[src/rtl/mprj_io_cmd_pkg.sv]
// Shared encodings for the mprj_io command receiver: select codes,
// register bank widths and the readback serializer states.
package mprj_io_cmd_pkg;

  localparam logic [1:0] SEL_A  = 2'b00;
  localparam logic [1:0] SEL_B  = 2'b01;
  localparam logic [1:0] SEL_C  = 2'b10;
  localparam logic [1:0] SEL_RD = 2'b11;

  localparam int A_W = 10;
  localparam int B_W = 10;
  localparam int C_W = 20;

  typedef enum logic [1:0] {
    ST_IDLE  = 2'd0,
    ST_SHIFT = 2'd1,
    ST_GAP   = 2'd2
  } rx_state_e;

endpackage

[src/rtl/mprj_io_stab_filter.sv]
// Two-flop synchronizer plus stability counter; flags a word once when it
// has been steady long enough and differs from the last accepted word.
module mprj_io_stab_filter #(
  parameter int W             = 25,
  parameter int STABLE_CYCLES = 4
) (
  input  logic         clock,
  input  logic         resetb,
  input  logic [W-1:0] din,
  output logic [W-1:0] word,
  output logic         accept
);

  localparam int CW = (STABLE_CYCLES > 2) ? $clog2(STABLE_CYCLES) : 1;
  localparam logic [CW-1:0] CNT_MAX = CW'(STABLE_CYCLES - 1);

  logic [W-1:0]  sync_p0, sync_p1, prev_p2;
  logic [W-1:0]  last_cmd;
  logic [CW-1:0] cnt;

  // p0/p1: metastability stages, p2: previous-cycle copy for change detect
  always_ff @(posedge clock) begin
    sync_p0 <= din;
    sync_p1 <= sync_p0;
    prev_p2 <= sync_p1;
  end

  always_ff @(posedge clock) begin
    if (!resetb) begin
      cnt      <= '0;
      last_cmd <= '0;
    end else begin
      if (sync_p1 != prev_p2)
        cnt <= '0;
      else if (cnt != CNT_MAX)
        cnt <= cnt + CW'(1);
      if (accept)
        last_cmd <= prev_p2;
    end
  end

  // The equality term blocks a stale saturated count from accepting a word
  // in the very cycle the input starts to change.
  assign word   = prev_p2;
  assign accept = (cnt == CNT_MAX) && (sync_p1 == prev_p2) && (prev_p2 != last_cmd);

endmodule

[src/rtl/mprj_io_cmd_rx.sv]
// Pin-side command receiver: filtered commands write a 3x4 register bank
// or request a 20-bit MSB-first serial readback with a frame strobe.
module mprj_io_cmd_rx
  import mprj_io_cmd_pkg::*;
#(
  parameter int STABLE_CYCLES = 4,
  parameter int DW            = 21
) (
  input  logic          clock,
  input  logic          resetb,
  input  logic [1:0]    sel_i,
  input  logic [1:0]    ad_i,
  input  logic [DW-1:0] dat_i,
  output logic [39:0]   bank_a_o,
  output logic [39:0]   bank_b_o,
  output logic [79:0]   bank_c_o,
  output logic          wr_stb_o,
  output logic          tx_o,
  output logic          tx_frame_o,
  output logic          busy_o,
  output logic [1:0]    io_oeb_o
);

  localparam int CMD_W = DW + 4;

  logic [CMD_W-1:0] cmd;
  logic             accept;
  logic [1:0]       sel, ad, rd_bank;
  logic [C_W-1:0]   wdat;
  logic             unused_dat;
  logic             wr_acc, rd_acc;

  mprj_io_stab_filter #(
    .W             (CMD_W),
    .STABLE_CYCLES (STABLE_CYCLES)
  ) u_filter (
    .clock  (clock),
    .resetb (resetb),
    .din    ({sel_i, ad_i, dat_i}),
    .word   (cmd),
    .accept (accept)
  );

  assign sel        = cmd[DW+3:DW+2];
  assign ad         = cmd[DW+1:DW];
  assign wdat       = cmd[C_W-1:0];
  assign rd_bank    = cmd[1:0];
  assign unused_dat = ^cmd[DW-1:C_W];
  assign wr_acc     = accept && (sel != SEL_RD);
  assign rd_acc     = accept && (sel == SEL_RD);

  logic [A_W-1:0] bank_a [4];
  logic [B_W-1:0] bank_b [4];
  logic [C_W-1:0] bank_c [4];

  // Bank code 11 is read as bank C.
  function automatic logic [C_W-1:0] rd_value(input logic [1:0] bank, input logic [1:0] addr);
    case (bank)
      SEL_A:   return C_W'(bank_a[addr]);
      SEL_B:   return C_W'(bank_b[addr]);
      default: return bank_c[addr];
    endcase
  endfunction

  always_ff @(posedge clock) begin
    if (!resetb) begin
      for (int i = 0; i < 4; i++) begin
        bank_a[i] <= '0;
        bank_b[i] <= '0;
        bank_c[i] <= '0;
      end
      wr_stb_o <= 1'b0;
    end else begin
      wr_stb_o <= wr_acc;
      if (wr_acc) begin
        case (sel)
          SEL_A:   bank_a[ad] <= wdat[A_W-1:0];
          SEL_B:   bank_b[ad] <= wdat[B_W-1:0];
          default: bank_c[ad] <= wdat;
        endcase
      end
    end
  end

  assign bank_a_o = {bank_a[3], bank_a[2], bank_a[1], bank_a[0]};
  assign bank_b_o = {bank_b[3], bank_b[2], bank_b[1], bank_b[0]};
  assign bank_c_o = {bank_c[3], bank_c[2], bank_c[1], bank_c[0]};
  assign io_oeb_o = 2'b00;

  rx_state_e      state;
  logic [4:0]     bit_cnt;
  logic [C_W-1:0] shreg;
  logic           pend;
  logic [1:0]     pend_bank, pend_ad;
  logic [C_W-1:0] start_val;

  // A readback arriving in GAP supersedes the pending one and starts directly.
  assign start_val = (state == ST_GAP && !rd_acc) ? rd_value(pend_bank, pend_ad)
                                                  : rd_value(rd_bank, ad);

  always_ff @(posedge clock) begin
    if (!resetb) begin
      state      <= ST_IDLE;
      bit_cnt    <= '0;
      pend       <= 1'b0;
      tx_o       <= 1'b0;
      tx_frame_o <= 1'b0;
      busy_o     <= 1'b0;
    end else begin
      case (state)
        ST_IDLE: begin
          if (rd_acc) begin
            state      <= ST_SHIFT;
            tx_o       <= start_val[C_W-1];
            shreg      <= {start_val[C_W-2:0], 1'b0};
            bit_cnt    <= 5'(C_W - 1);
            tx_frame_o <= 1'b1;
            busy_o     <= 1'b1;
          end
        end
        ST_SHIFT: begin
          if (rd_acc) begin
            pend      <= 1'b1;
            pend_bank <= rd_bank;
            pend_ad   <= ad;
          end
          if (bit_cnt == 5'd0) begin
            state      <= ST_GAP;
            tx_o       <= 1'b0;
            tx_frame_o <= 1'b0;
          end else begin
            tx_o    <= shreg[C_W-1];
            shreg   <= {shreg[C_W-2:0], 1'b0};
            bit_cnt <= bit_cnt - 5'd1;
          end
        end
        ST_GAP: begin
          if (rd_acc || pend) begin
            pend       <= 1'b0;
            state      <= ST_SHIFT;
            tx_o       <= start_val[C_W-1];
            shreg      <= {start_val[C_W-2:0], 1'b0};
            bit_cnt    <= 5'(C_W - 1);
            tx_frame_o <= 1'b1;
          end else begin
            state  <= ST_IDLE;
            busy_o <= 1'b0;
          end
        end
        default: state <= ST_IDLE;
      endcase
    end
  end

endmodule

[config.mk]
export PLATFORM = sky130hd
export DESIGN_NAME = mprj_io_cmd_rx
export DESIGN_NICKNAME = d
export VERILOG_FILES = /design/src/rtl/mprj_io_cmd_pkg.sv /design/src/rtl/mprj_io_stab_filter.sv /design/src/rtl/mprj_io_cmd_rx.sv
export SDC_FILE = /design/constraint.sdc
export NUM_CORES = 1
export LEC_CHECK = 0
export CORE_MARGIN = 4
export CORE_UTILIZATION = 54
export CTS_BUF_LIST = sky130_fd_sc_hd__clkbuf_16
export DETAILED_ROUTE_END_ITERATION = 8
export PLACE_DENSITY_LB_ADDON = 0.08
export SLEW_MARGIN = 20
export SYNTH_ARGS = -nofsm -noshare
export SYNTH_HDL_FRONTEND = slang
export SYNTH_SLANG_ARGS = --single-unit
[constraint.sdc]
create_clock -name clock -period 4.85 [get_ports clock]
set_input_delay 0.485 -clock clock [delete_from_list [all_inputs] [get_ports clock]]
set_output_delay 0.485 -clock clock [all_outputs]
set_load 0.005 [all_outputs]
======== Word-level counts from Yosys, hierarchy flattened ========
Memories as Yosys holds them, arrays and structs flattened. A register that Yosys moved wholly into a read port is not among the register bits.
Cells that the tools add are included.
cells by class
  add/subtract/negate cells ............... 2
  eq/ne operators ......................... 18
  muxes and demuxes ....................... 52
  bitwise gates (word level) .............. 1
  reduce and logical (&&, ||, !) cells .... 28
operator list
  operator                                              count
  2-to-1 mux 20 bit                                     5
  case mux 20 bit (2 select lines)                      2
  case mux 20 bit (3 select lines)                      1
  inequality test 25 bit                                2
  equality test 25 bit                                  1
  2-to-1 mux 1 bit                                      25
  2-to-1 mux 10 bit                                     2
  OR reduction 10 bit                                   2
  OR reduction 20 bit                                   1
  2-to-1 mux 2 bit                                      8
  2-to-1 mux 5 bit                                      3
  case mux 5 bit (3 select lines)                       1
  inequality test 2 bit (second input constant)         7
  AND reduction 3 bit                                   4
  equality test 2 x 1 -> 1 bit (second input constant)  4
  logical NOT 2 bit                                     4
  AND reduction 4 bit                                   2
  equality test 2 bit (second input constant)           3
  case mux 1 bit (3 select lines)                       2
  case mux 2 bit (3 select lines)                       1
  logical AND 1 bit                                     5
  logical NOT 5 bit                                     1
  AND reduction 5 bit                                   1
  subtractor 5 x 1 -> 5 bit (second input constant)     1
  other kinds (10)                                      13
word-level totals
  bits in registers ....................... 138
  memory bits (writable) .................. 160
  bits of input ports ..................... 27
  output and inout port bits .............. 166
  word-level logic and storage cells ...... 119
  memories ................................ 3
memory list
  name    depth  width  rd ports  clocked after memory_dff  wr ports  line                  RTL
  bank_c  4      20     6         2                         4         mprj_io_cmd_rx.sv:54  logic [C_W-1:0] bank_c [4];
  bank_a  4      10     6         2                         4         mprj_io_cmd_rx.sv:52  logic [A_W-1:0] bank_a [4];
  bank_b  4      10     6         2                         4         mprj_io_cmd_rx.sv:53  logic [B_W-1:0] bank_b [4];

======== Logic depth before layout (Yosys ltp) ========
Gate-level depths: netlist of the first run.
  word-level depth ........................ 9
  mapped depth ............................ 9
  mapped depth without buffers ............ 7

======== Modules after synthesis ========
A second synthesis of the first run with hierarchy kept.
unflattened totals
  cell total of the unflattened synthesis .. 1042
  area, all modules ....................... 13466.7 µm²
by module, submodules not included
  module               instances  cells an instance  area each (µm²)  seq. area each (µm²)
  mprj_io_cmd_rx       1          769                10232.3          5775.5
  mprj_io_stab_filter  1          273                3234.4           2042.0

======== Least setup slack after synthesis of the first run ========
OpenSTA, ideal clock, no wires.
  kind .................................... register -> register
  start point ............................. register u_filter.prev_p2[0] (netlist: u_filter.word[0])
  end point ............................... memory bank_c[3][0] (enable)
  library setup time ...................... 425 ps
  arrival time ............................ 3147 ps
  data required time ...................... 4425 ps
  path slack .............................. 1279 ps
  cell stages (with the launch flop) ...... 8
  buffers on the path ..................... 1
  period minus slack after synthesis ...... 3571 ps
  cells stage by stage .................... dfxtp_1 buf_6 xnor2_1 nand4_1 nor4_4 o2111ai_1 or3_1 o21ai_0
RTL lines
  element                 line                       RTL
  from (decl)             mprj_io_stab_filter.sv:17  logic [W-1:0] sync_p0, sync_p1, prev_p2;
  from (signal assigned)  mprj_io_stab_filter.sv:25  prev_p2 <= sync_p1;
  to (decl)               mprj_io_cmd_rx.sv:54

==> results of run 1 <==
-- power groups by stage --
stage / clock network [W] / registers, W / logic (W)
final: 0.00238 / 0.00291 / 0.000478
after global routing: 0.00252 / 0.00292 / 0.000506
after CTS: 0.00241 / 0.00291 / 0.000478
after detailed placement: 0 / 0.00296 / 0.000474
after global placement: 0 / 0.00296 / 0.000471
after floorplan: 0 / 0.00292 / 0.000221
-- cells in the final DEF, fill, tap and decap left out, types with 10 or more instances in the layout --
cell / synthesis / layout
a21oi_1: 58 / 58
a221oi_1: 13 / 13
a22oi_1: 12 / 12
a31oi_1: 10 / 10
and2_1: 103 / 103
and3_1: 70 / 70
buf_4: 3 / 36
clkbuf_16: 0 / 32
clkdlybuf4s50_1: 0 / 190
dfxtp_1: 116 / 113
edfxtp_1: 183 / 183
inv_1: 12 / 13
mux2_2: 42 / 42
mux2i_1: 11 / 11
mux4_2: 60 / 60
nand2_1: 82 / 82
nand4_1: 18 / 18
nor2_1: 23 / 22
o21ai_0: 17 / 16
o31ai_1: 15 / 15
xnor2_1: 25 / 25
xor2_1: 26 / 26
-- cells by family (layout without fill, tap and decap cells) --
kind of cell / Yosys count / count (layout) / share of synthesized area
xor+xnor: 51 / 51 / 0.0329
fa+ha+maj: 3 / 3 / 0.00277
compound gates: 151 / 151 / 0.0723
other cells: 1 / 2 / 0.000277
flops: 299 / 299 / 0.577
buf+inv: 107 / 295 / 0.0339
mux: 113 / 113 / 0.143
simple gates: 332 / 332 / 0.139
-- routing by layer --
metal | share of wire | global-route usage | vias up
li1 | - | - | 4269
met1 | 0.40 | 0.387 | 4770
met2 | 0.47 | 0.435 | 564
met3 | 0.12 | 0.0744 | 69
met4 | 0.020 | 0.0626 | 0
met5 | 0 | 0 | -
-- worst max-delay path by stage --
stage          slack (ns)       endpoint              from  cells past startpoint
2_1_floorplan        1.28   bank_c[3][0]  u_filter.word[0]                      7
3_3_place_gp         1.40  bank_c[2][13]  u_filter.word[8]                      7
3_5_place_dp         1.27  bank_c[2][13]  u_filter.word[8]                      7
4_1_cts              1.24  bank_c[2][19]  u_filter.word[4]                      7
5_1_grt              1.01  bank_c[2][17]  u_filter.word[4]                      7
6_report             1.27   bank_c[2][9]  u_filter.word[8]                      7
-- metrics by stage --
| step | power [W] | utilization |
|---|---|---|
| after floorplan | 0.00314 | - |
| after global routing | 0.00595 | 0.686 |
| final | 0.00577 | 0.686 |
| after CTS | 0.00579 | 0.686 |
| after global placement | 0.00343 | 0.643 |
| after detailed placement | 0.00343 | 0.644 |
-- state kept, by name, summed over array words and instances (netlist names), 2 cells and up, named ones only --
signal and cells:
u_filter.word 25, u_filter.sync_p1 25, pend_bank 2, bank_a 40, bank_c 80, u_filter.sync_p0 25, bank_b 40, shreg 19
pend_ad 2, bit_cnt 5, state 2, u_filter.last_cmd 25, u_filter.cnt 2
-- cell usage after synthesis (all sizes together), types with 5 or more instances --
| cell | n | share of area |
|---|---|---|
| nand2 | 82 | 0.023 |
| inv | 12 | 0.0033 |
| xor2 | 26 | 0.017 |
| a22oi | 12 | 0.0066 |
| mux4 | 60 | 0.10 |
| o21ai | 18 | 0.0069 |
| and2 | 103 | 0.048 |
| xnor2 | 25 | 0.016 |
| dfxtp | 116 | 0.17 |
| clkbuf | 69 | 0.020 |
| edfxtp | 183 | 0.41 |
| a221oi | 13 | 0.0084 |
| nand2b | 5 | 0.0023 |
| a31oi | 10 | 0.0046 |
| o31ai | 15 | 0.0083 |
| nor2 | 23 | 0.0064 |
| nor4 | 10 | 0.0066 |
| nand3 | 5 | 0.0028 |
| buf | 26 | 0.010 |
| a21oi | 58 | 0.021 |
| o211ai | 9 | 0.0050 |
| mux2i | 11 | 0.0081 |
| and3 | 70 | 0.032 |
| mux2 | 42 | 0.035 |
| nand4 | 19 | 0.0092 |
-- cell type report --
| type | count | area [µm²] | share of cell area |
|---|---|---|---|
| repair buffers | 227 | 2190 | 0.130 |
| clock inverters | 24 | 230 | 0.0137 |
| inverters | 12 | 45.0 | 0.00268 |
| well taps | 324 | 405 | 0.0241 |
| flip-flops and latches | 299 | 7830 | 0.465 |
| multi-input cells | 652 | 5330 | 0.317 |
| clock buffers | 32 | 801 | 0.0476 |
-- worst register-to-register path, delay by kind of cell, from the launching register on --
family / cells / cell delay [ns]
buffers and inverters: 1 / 0.26
and+or+nand+nor: 5 / 2.01
DFF: 1 / 0.72
xor gates and xnor gates: 1 / 0.21
==> impl_results.md, run 1 <==
- Clock Skews: 0.00971 ns
- Net Sw Frac: 0.225
- Min Hold Slack: 0.325 ns
- RSZ-0062 raised after global routing: no
- Final hold vios: 0
- PD cells: 343 nW/µm²
- Final setup vio count: 0
- Post-CTS Resized: 0
- DR vias/cell: 6.16
- First-pass GRT wire length: 58700 µm
- Antenna Violating Nets Remaining: 0
- Slew Limit Fails: 0
- Final setup TNS: 0 ns
- Final worst path period need: 3.58 ns
- Mapped Avg Cell Area: 12.8 µm²
- R2R Path Start: u_filter.word[8]
- CTS tree: done
- WHS Endpoint: u_filter.sync_p1[16]
- Post-synth EDFFs: 183
- Most used DFF post-synth: edfxtp_1
- Pre-antenna DRT Iters: 6
- Worst slew pin tran: 1.04 ns
- Root buf cell: clkbuf_16
- CTS Buf Count: 30
- Post-Synthesis Cells: 1057
- Clock power share: 0.413
- Async set-or-reset flop fraction in the synthesized netlist: 0
- Port bufs: 190
- Clock Sinks: 299
- Ports: 193
- # diodes: 0
- CTS H-tree lvls: 1
- Kind of critical path: reg2reg
- Worst R2R Path Depth: 7
- Seq/Total Area, Yosys: 0.577
- Initial antenna violation count: 1
- Run status: complete, no violations
- Reported leakage power: 6.21 nW
- Worst-Skew Late Latency: 0.56 ns
- Critical-path cell list: xnor2_1 -> nand4_1 -> nor4_4 -> nand3_4 -> nor4b_2 -> buf_4 -> nand2b_1
- Top delay family on crit path: simple AND/OR/NAND/NOR gates
- Final WS setup: 1.27 ns
- Hold path start: u_filter.sync_p0[16]
- Flop pwr share: 0.504
- DIE AREA: 27700 µm²
- Slowest stage delay, CP: 0.73 ns
- Power Internal: 0.00447 W
- DRC errors left: 0
- Routed wire per std cell: 24.7 µm
- Post-CTS setup buffers: 0
- Max-cap violations: 0
- Pre-CTS setup slack: 1.27 ns
- Initial core utilization: 0.553
- CP max-delay cell: nand2b_1
- Std cell rows: 57
- Vias post-DR: 9672
- Vias in the first global route: 9418
- RD Place Congestion: 0.908
- Post-cts hold buffer count: 0
- Combinational power share: 0.083
- Arr. time, crit path: 3.75 ns
- Req. time, crit path: 5.03 ns
- Period utilization: 0.737
- Non-filler cells, final: 1570
- Syn. warnings: 0
- Die width: 166 µm
- Largest net degree at the start of global routing: 61
- Max Clock Freq: 280 MHz
- FF-to-FF End: bank_c[2][9]
- Fin nets: 1252
- Detailed placement HPWL: 26400 µm
- GRT Overall Usage: 0.275
- Placed Instance Area: 15800 µm²
- GRT overflow: 0
- Synth-to-Final Area Change: 24.1%
- Nature of the critical path startpoint: register
- Fillcell total: 1822
- Die height: 166 µm
- P_sw: 0.00130 W
- Synth cell types: 52
- Max-slew headroom: 0.304
- Share of cells above drive strength 1: 0.166
- Mapped Area: 13600 µm²
- Crit-path max FO: 21
- Std-Cell Core Area: 24500 µm²
- Finished Cell Area: 16800 µm²
- CP Buf/Inv Count: 1
- CP Capture Type: register
- Final wirelength: 38800 µm
- Min-Delay Path Depth: 0
- Number of DRC markers in iteration 0: 1152
- VDD IR max: 0.256 mV
- Clock buffer depth: 3
- Hold Path Class: reg2reg
- Clk pin slew, worst setup/hold paths: 0.06 ns
- Post-Place Cells: 1514
- Worst reg2reg setup slack: 1.27 ns
- FF+latch count, synth: 299
Power figures use the tool's default switching activity.
==> inputs of run 2 (changes only) <==
Settings changed: CORE_UTILIZATION 54 to 50.
Clock period 4.85 ns to 2.95 ns, I/O delays scaled along.
==> run 2 against run 1 <==
  * Via count fell by 0.57%
  * Die area rose by 7.6%
  * Combinational power rose by 72%
  * Clock skew rose by 0.0035 ns
  * Flip-flop and latch count did not move
  * Cell count rose by 2.7%
  * Clock power rose by 56%
  * Critical endpoint is now bank_c[2][6]
  * Largest power group unchanged
==> impl_results.md, run 2 (same netlist as run 1, synthesis figures left out) <==
- Run status: complete, no violations (unchanged)
- Root buf cell: clkbuf_16 (unchanged)
- Net Sw Frac: 0.231 (was 0.225)
- Vias in the first global route: 9498 (was 9418)
- Number of flip-flops in the largest register: 80 (unchanged)
- Routed wire per std cell: 24.5 µm (was 24.7 µm)
- Final worst path period need: 2.76 ns (was 3.58 ns)
- Post-Place Cells: 1556 (was 1514)
- Slew Limit Fails: 0 (unchanged)
- Non-filler cells, final: 1613 (was 1570)
- DIE AREA: 29800 µm² (was 27700 µm²)
- Clock buffer depth: 3 (unchanged)
- Commonest non-fill, non-tap cell in the layout: clkdlybuf4s50_1 (unchanged)
- CP Launch Point: u_filter.word[10] (was u_filter.word[8])
- CP Capture Type: register (unchanged)
- GRT Overall Usage: 0.258 (was 0.275)
- Std-Cell Core Area: 26800 µm² (was 24500 µm²)
- DR top layer: met4 (unchanged)
- PD cells: 547 nW/µm² (was 343 nW/µm²)
- Final setup TNS: 0 ns (unchanged)
- Min Hold Slack: 0.175 ns (was 0.325 ns)
- Max-cap violations: 0 (unchanged)
- Share of cells above drive strength 1: 0.178 (was 0.166)
- Post-CTS Resized: 0 (unchanged)
- Final hold vios: 0 (unchanged)
- Period utilization: 0.934 (was 0.737)
- Largest net degree at the start of global routing: 52 (was 61)
- Highest-count cells in the layout ignoring fill and taps: clkdlybuf4s50_1 (190), edfxtp_1 (183), dfxtp_1 (113) (unchanged)
- CTS H-tree lvls: 1 (unchanged)
- Crit-path max FO: 20 (was 21)
- Vias post-DR: 9617 (was 9672)
- Port bufs: 190 (unchanged)
- First-pass GRT wire length: 59700 µm (was 58700 µm)
- CTS tree: done (unchanged)
- Clock power share: 0.399 (was 0.413)
- Worst slew pin tran: 0.736 ns (was 1.04 ns)
- P_sw: 0.00215 W (was 0.00130 W)
- Hold Path Class: in2reg (was reg2reg)
- Max Clock Freq: 363 MHz (was 280 MHz)
- Fillcell total: 2102 (was 1822)
- Arr. time, crit path: 2.98 ns (was 3.75 ns)
- R2R Path Start: u_filter.word[10] (was u_filter.word[8])
- Std cell rows: 60 (was 57)
- Initial antenna violation count: 2 (was 1)
- Wl on met1: 17100 µm (was 15500 µm)
- Clk pin slew, worst setup/hold paths: 0.06 ns (about the same)
- Final wirelength: 39400 µm (was 38800 µm)
- Req. time, crit path: 3.18 ns (was 5.03 ns)
- RD Place Congestion: 0.902 (was 0.908)
- Ports: 193 (unchanged)
- Met3 WL: 3780 µm (was 4480 µm)
- Final setup vio count: 0 (unchanged)
- Fin nets: 1278 (was 1252)
- RSZ-0062 raised after global routing: no (unchanged)
- Antenna Violating Nets Remaining: 0 (unchanged)
- Nature of the critical path startpoint: register (unchanged)
- Post-cts hold buffer count: 0 (unchanged)
- Met2 WL: 17700 µm (was 18100 µm)
- Synth-to-Final Area Change: 25.5% (was 24.1%)
- DR vias/cell: 5.96 (was 6.16)
- Power Internal: 0.00715 W (was 0.00447 W)
- Reported leakage power: 6.33 nW (was 6.21 nW)
- Flop pwr share: 0.512 (was 0.504)
- Die height: 173 µm (was 166 µm)
- Clock Sinks: 299 (unchanged)
- Initial core utilization: 0.506 (was 0.553)
- DRC errors left: 0 (unchanged)
- Worst-Skew Late Latency: 0.57 ns (was 0.56 ns)
- # diodes: 0 (unchanged)
- Number of DRC markers in iteration 0: 1028 (was 1152)
- Die width: 173 µm (was 166 µm)
- Kind of critical path: reg2reg (unchanged)
- Pre-antenna DRT Iters: 5 (was 6)
- Post-CTS setup buffers: 0 (unchanged)
- GRT overflow: 0 (unchanged)
- Hold path start: dat_i[11] (was u_filter.sync_p0[16])
- Combinational power share: 0.089 (was 0.083)
- Clock Skews: 0.0132 ns (was 0.00971 ns)
- Reg with most FFs: bank_c (unchanged)
- CTS Buf Count: 31 (was 30)
- Max-slew headroom: 0.502 (was 0.304)
- Biggest regs: bank_c: 80 flops, bank_a: 40 flops, bank_b: 40 flops (unchanged)
- VDD IR max: 0.405 mV (was 0.256 mV)
- Detailed placement HPWL: 27700 µm (was 26400 µm)
-- run 2: cell types whose count changed in the layout (fill, tap and decap cells not counted), moves of 2 or more --
cell and change:
buf_4 +22, inv_1 +4, bufinv_16 -3, clkinv_4 +2, buf_12 +4
-- run 2: critical path, stage by stage, from the launching register on --
cell      delay [ns]
dfxtp_1         0.53
xnor2_1         0.17
nand4_1         0.16
nor4_4          0.45
buf_4           0.20
nand3_4         0.15
nor4b_2         0.31
nand2b_1        0.14
buf_4           0.31
-- run 2: path summary, 6_finish.rpt --
path                                             end  slack, ns  cells after the start
worst max register to register          bank_c[2][6]       0.19                      8
worst min-delay path            u_filter.sync_p0[11]       0.17                      1
worst max-delay path                    bank_c[2][6]       0.19                      8
worst min register to register  u_filter.sync_p1[15]       0.32                      0
-- run 2: power by group through the flow --
stage	Sequential, W	Combinational, W	Clock, W
after floorplan	0.00480	0.000366	0
after global placement	0.00485	0.000820	0
after detailed placement	0.00485	0.000823	0
after CTS	0.00476	0.000827	0.00376
after global routing	0.00479	0.000875	0.00391
final	0.00477	0.000824	0.00371
-- run 2: final cells by class --
| class | instances | area [µm²] | share of cell area |
|---|---|---|---|
| repair buffers | 252 | 2420 | 0.142 |
| multi-input cells | 652 | 5330 | 0.313 |
| flip-flops and latches | 299 | 7830 | 0.460 |
| clock buffers | 33 | 826 | 0.0485 |
| inverters | 12 | 45.0 | 0.00265 |
| well taps | 341 | 427 | 0.0251 |
| clock inverters | 24 | 143 | 0.00838 |
-- run 2: through the flow --
stage | total power, W | instance area, µm² | util | setup WS, ns
floorplan | 0.00516 | 13600 | - | 0.0143
finish | 0.00930 | 17000 | 0.635 | 0.195
detailed placement | 0.00568 | 16000 | 0.599 | 0.210
global placement | 0.00567 | 16000 | 0.599 | 0.304
CTS | 0.00935 | 17000 | 0.635 | 0.182
global route | 0.00957 | 17000 | 0.635 | 0.0351
-- run 2: layer usage --
layer,global-route usage,vias up
li1,-,4318
met1,0.376,4802
met2,0.394,435
met3,0.0645,62
met4,0.0632,0
met5,0,-
==> inputs of run 3 (changes only) <==
Settings changed: CAP_MARGIN set to 20.
==> results of run 3 <==
Final layout, timing and power as in run 2 (identical DEF).
